--- src/rtl/qspi_arbiter.sv ---
// qspi_arbiter: two-port (CPU/XIP, loader) round-robin arbiter in front of one QSPI controller
// Ports: m0_*/m1_* requester handshakes (valid held until a one-cycle ready pulse),
//   s_* registered request to / completion from the QSPI controller,
//   grant one-hot owner (0 when idle), timeout_err sticky abort flag.
// Config: define QSPI_ARB_TIMEOUT_EN to abort a BUSY transaction after TIMEOUT_CYCLES
//   busy cycles without s_ready; otherwise BUSY waits indefinitely and timeout_err is 0.
module qspi_arbiter #(
  parameter int ADDR_W         = 24,
  parameter int TIMEOUT_CYCLES = 1024
) (
  input  logic              clk,
  input  logic              resetn,
  input  logic              m0_valid,
  input  logic              m0_we,
  input  logic [ADDR_W-1:0] m0_addr,
  input  logic [31:0]       m0_wdata,
  output logic              m0_ready,
  output logic [31:0]       m0_rdata,
  input  logic              m1_valid,
  input  logic              m1_we,
  input  logic [ADDR_W-1:0] m1_addr,
  input  logic [31:0]       m1_wdata,
  output logic              m1_ready,
  output logic [31:0]       m1_rdata,
  output logic              s_valid,
  output logic              s_we,
  output logic [ADDR_W-1:0] s_addr,
  output logic [31:0]       s_wdata,
  input  logic              s_ready,
  input  logic [31:0]       s_rdata,
  output logic [1:0]        grant,
  output logic              timeout_err
);
`ifdef QSPI_ARB_TIMEOUT_EN
  typedef enum logic [1:0] {IDLE, BUSY, ABORT} state_t;
  localparam int CW = $clog2(TIMEOUT_CYCLES + 1);
  logic [CW-1:0] cnt_d, cnt_q;
  logic          err_d, err_q;
`else
  typedef enum logic {IDLE, BUSY} state_t;
`endif
  state_t            state_d, state_q;
  logic              own_d, own_q, last_d, last_q, we_d, we_q, armed_q;
  logic [ADDR_W-1:0] addr_d, addr_q;
  logic [31:0]       wdata_d, wdata_q, rdata;
  logic              pick, abort, done;
  // On a tie the port that was not served last wins
  assign pick  = (m0_valid && m1_valid) ? ~last_q : m1_valid;
`ifdef QSPI_ARB_TIMEOUT_EN
  assign abort       = state_q == ABORT;
  assign timeout_err = err_q;
`else
  assign abort       = 1'b0;
  assign timeout_err = 1'b0;
`endif
  assign done  = (state_q == BUSY && s_ready) || abort;
  assign rdata = abort ? 32'hFFFF_FFFF : s_rdata;
  always_comb begin
    state_d = state_q;
    own_d   = own_q;
    last_d  = last_q;
    we_d    = we_q;
    addr_d  = addr_q;
    wdata_d = wdata_q;
`ifdef QSPI_ARB_TIMEOUT_EN
    cnt_d   = cnt_q;
    err_d   = err_q;
`endif
    if (state_q == IDLE) begin
      // armed_q holds off arbitration for the first edge after reset release
      if (armed_q && (m0_valid || m1_valid)) begin
        state_d = BUSY;
        own_d   = pick;
        we_d    = pick ? m1_we    : m0_we;
        addr_d  = pick ? m1_addr  : m0_addr;
        wdata_d = pick ? m1_wdata : m0_wdata;
`ifdef QSPI_ARB_TIMEOUT_EN
        cnt_d   = '0;
`endif
      end
    end
`ifdef QSPI_ARB_TIMEOUT_EN
    else if (state_q == ABORT) begin
      err_d   = 1'b1;
      last_d  = own_q;
      state_d = IDLE;
    end
`endif
    else begin
      if (s_ready) begin
        last_d  = own_q;
        state_d = IDLE;
      end
`ifdef QSPI_ARB_TIMEOUT_EN
      else begin
        cnt_d = cnt_q + 1'b1;
        if (cnt_d == CW'(TIMEOUT_CYCLES)) state_d = ABORT;
      end
`endif
    end
  end
  always_ff @(posedge clk or negedge resetn) begin
    if (!resetn) begin
      state_q <= IDLE;
      own_q   <= 1'b0;
      last_q  <= 1'b1;
      we_q    <= 1'b0;
      addr_q  <= '0;
      wdata_q <= '0;
      armed_q <= 1'b0;
`ifdef QSPI_ARB_TIMEOUT_EN
      cnt_q   <= '0;
      err_q   <= 1'b0;
`endif
    end else begin
      state_q <= state_d;
      own_q   <= own_d;
      last_q  <= last_d;
      we_q    <= we_d;
      addr_q  <= addr_d;
      wdata_q <= wdata_d;
      armed_q <= 1'b1;
`ifdef QSPI_ARB_TIMEOUT_EN
      cnt_q   <= cnt_d;
      err_q   <= err_d;
`endif
    end
  end
  assign s_valid  = state_q == BUSY;
  assign s_we     = we_q;
  assign s_addr   = addr_q;
  assign s_wdata  = wdata_q;
  assign grant    = (state_q == IDLE) ? 2'b00 : (own_q ? 2'b10 : 2'b01);
  assign m0_ready = done && !own_q;
  assign m1_ready = done && own_q;
  assign m0_rdata = m0_ready ? rdata : 32'h0;
  assign m1_rdata = m1_ready ? rdata : 32'h0;
endmodule

--- config.mk ---
export PLATFORM = sky130hd
export DESIGN_NAME = qspi_arbiter
export DESIGN_NICKNAME = d
export VERILOG_FILES = /design/src/rtl/qspi_arbiter.sv
export SDC_FILE = /design/constraint.sdc
export NUM_CORES = 1
export LEC_CHECK = 0
export ABC_AREA = 0
export BUFFER_PORTS_ARGS = -buffer_cell sky130_fd_sc_hd__clkbuf_2
export CAP_MARGIN = 30
export CELL_PAD_IN_SITES_DETAIL_PLACEMENT = 1
export CELL_PAD_IN_SITES_GLOBAL_PLACEMENT = 1
export CORE_UTILIZATION = 31
export DETAILED_ROUTE_END_ITERATION = 7
export MAX_ROUTING_LAYER = met4
export PLACE_DENSITY_LB_ADDON = 0.3
export SETUP_SLACK_MARGIN = 0.2
export SLEW_MARGIN = 5
export SYNTH_ARGS = -nofsm -noshare
export SYNTH_HDL_FRONTEND = slang
export SYNTH_SLANG_ARGS = --single-unit
--- constraint.sdc ---
create_clock -name clk -period 4 [get_ports clk]
set_clock_uncertainty 0.05 [all_clocks]
set_input_delay 0.6 -clock clk [delete_from_list [all_inputs] [get_ports clk]]
set_output_delay 0.6 -clock clk [all_outputs]
set_load 0.02 [all_outputs]
==> flow_summary.toml <==
[drt]
wl_per_cell_um = 16.7
route.final.wire_length_um = 11600
first_pass_iters = 4
postRouteAntennaNets = 0
drc = 0
route.vias.total = 3140
drt_iter0_markers = 68
routed_via_density = 4.54

[power]
p_per_area_nw_per_um2 = 531
p_clk_share_pct = 29.6
switchingPower_mw = 0.973
pwr-share-seq_pct = 32.1
p_int_mw = 1.89
swShare_pct = 34.0
power_frac_comb_pct = 38.3
power_mw = 2.86
vdd_drop_max_mv = 0.289
leakage_nw = 2.92

[cells_and_area]
final_common_cell = "clkbuf_2"
postLayoutCellArea_sq_um = 5380
seqCellArea_sq_um = 1530
final_cell_mix = "clkbuf_2 (276), mux2_2 (76), and2_1 (65), dfrtp_1 (60), mux2_4 (38)"
diodes = 0
finalNonFillerCells = 691
layout-drive-gt1-share_pct = 75.0
area_growth_syn_to_layout_pct = 51.4
multi_input_area_sq_um = 1920
nNetsFinal = 697
fillCellCount = 1273

[global_routing]
grt_pass1_vias = 3423
grt_max_degree = 56
grt_pass1_wl_um = 17500
antenna_found_initial = 0
grt-ovfl-total = 0
track_usage_pct = 20.3

[clock_tree]
cts_hold_buf = 0
cts_resized = 0
cts_buffer_depth = 2
cts_setup_buffers = 0
cts_tree = "built"
clock_latency_ns = 0.32
clk_pin_slew_ns = 0.05
cts_root_buf = "clkbuf_16"
cts_made_buffers = 9
cts_htree_levels = 3
clock-sinks = 61

[timing]
hold_ws_ns = 0.223
period_share_pct = 58.9
drv_slew = 0
final-setup-viol-count = 0
timing.slew.headroom_pct = 42.2
hold_viol = 0
max_clock_freq_ghz = 0.425
finalCriticalPeriod_ns = 2.35
grt_setup_unrepaired = "false"
finalSetupTns_ns = 0
worst_pin_slew_ns = 0.866

[worst_hold_path]
hold_class = "in2async"

[yosys]
synthCells = 273
netlist-cell-type-count = 18
synthesis.nets = 424
yosysSeqAreaShare_pct = 43.0
synth_area_leader_cell = "dfrtp_1"
synth_area_per_cell_sq_um = 13.0
synthTopCellsByArea = "dfrtp_1 (42%), mux2_2 (24%), mux2_4 (16%)"
ys_ff_latch = 61
synth_top_area_share_pct = 42.2
synth_area_sq_um = 3560
ys_warn_count = 0

[floorplanning]
core_area_sq_um = 11000
fp-row-count = 38
die_h_um = 109
ios = 278
fp.dieW_um = 109
start_util_pct = 32.2
dieArea_sq_um = 11900

[worst_setup_path]
startpoint = "s_valid"
cp_data_arrival_time_ns = 1.70
worstPathRequired_ns = 3.35
r2r-start = "last_q"
crit_type = "reg2out"
cp-start-kind = "flop"
end_kind = "primary output"
critPathMaxFanout = 33

[placed_design]
port_buffers = 276
place.gp.congestion = 0.769
place_inst = 675
place_area_sq_um = 5060
dp_hpwl_um = 9060

[run_status]
status = "finished, final reports clean"

[flow_run]
cap_violations = 0
## metal layers
layer	vias up	wire, um	track usage (%)
li1	1470	-	-
met5	-	0	-
met4	0	190	7.43
met1	1478	4170	20.3
met2	176	6170	37.0
met3	16	1040	6.04
## path summary, 6_finish.rpt
check	end	slack [ns]	depth (start not counted)
max in group asynchronous	s_wdata[27]	2.71	2
worst max-delay path	m1_rdata[30]	1.65	5
min in group clk	s_addr[6]	0.45	1
worst min-delay path	s_addr[20]	0.22	1
worst max register to register	s_wdata[10]	1.72	4
worst min register to register	s_addr[6]	0.45	1
## synth_stat cells
master,n
and2_1,65
a21o_1,2
nor2_1,3
dfrtp_1,60
a21bo_2,1
mux2i_1,1
inv_1,2
mux2_2,76
conb_1,2
nand2_1,1
buf_2,8
clkbuf_1,6
nor3b_2,1
dfstp_2,1
buf_6,3
nor2b_1,1
buf_4,2
mux2_4,38
## state kept, by name (all words and copies together) (netlist names)
register / flops
own_q: 1
last_q: 1
s_addr: 24
s_wdata: 32
s_valid: 1
armed_q: 1
s_we: 1
## layout make-up
class / count / area share [%]
Clock inverter: 4 / 1.30
Multi-Input combinational cell: 191 / 35.6
Clock buffer: 12 / 4.76
Tap cell: 140 / 3.25
Sequential cell: 61 / 28.4
Inverter: 2 / 0.139
Timing Repair Buffer: 281 / 26.6
## power groups by stage
stage	clock network (mW)	registers [mW]	logic [mW]
after floorplan	0	1.14	0.482
after global placement	0	0.913	1.09
after detailed placement	0	0.929	1.11
after CTS	0.870	0.922	1.12
after global routing	0.894	0.949	1.18
final	0.848	0.917	1.10
## per-stage QoR
step	setup WS, ns	utilization [%]
6_report	1.65	48.8
5_1_grt	1.45	48.8
4_1_cts	1.60	48.8
3_5_place_dp	1.50	45.8
3_3_place_gp	1.57	45.8
2_1_floorplan	1.79	-
## worst max-delay path, stage by stage (launching register included)
cell	delay, ns
dfrtp_1	0.46
nand2_1	0.13
nor2_1	0.16
buf_4	0.29
and2_1	0.16
clkbuf_2	0.18
## cell families (layout without fill, tap and decap cells)
| family | Yosys count | after routing | synth area share, % |
|---|---|---|---|
| buf+inv | 21 | 299 | 3.34 |
| other cells | 2 | 2 | 0.211 |
| flops | 61 | 61 | 43.0 |
| mux | 115 | 115 | 40.4 |
| simple gates | 71 | 71 | 12.4 |
| compound gates | 3 | 3 | 0.704 |
No activity file was read; power rests on OpenSTA's default activity.
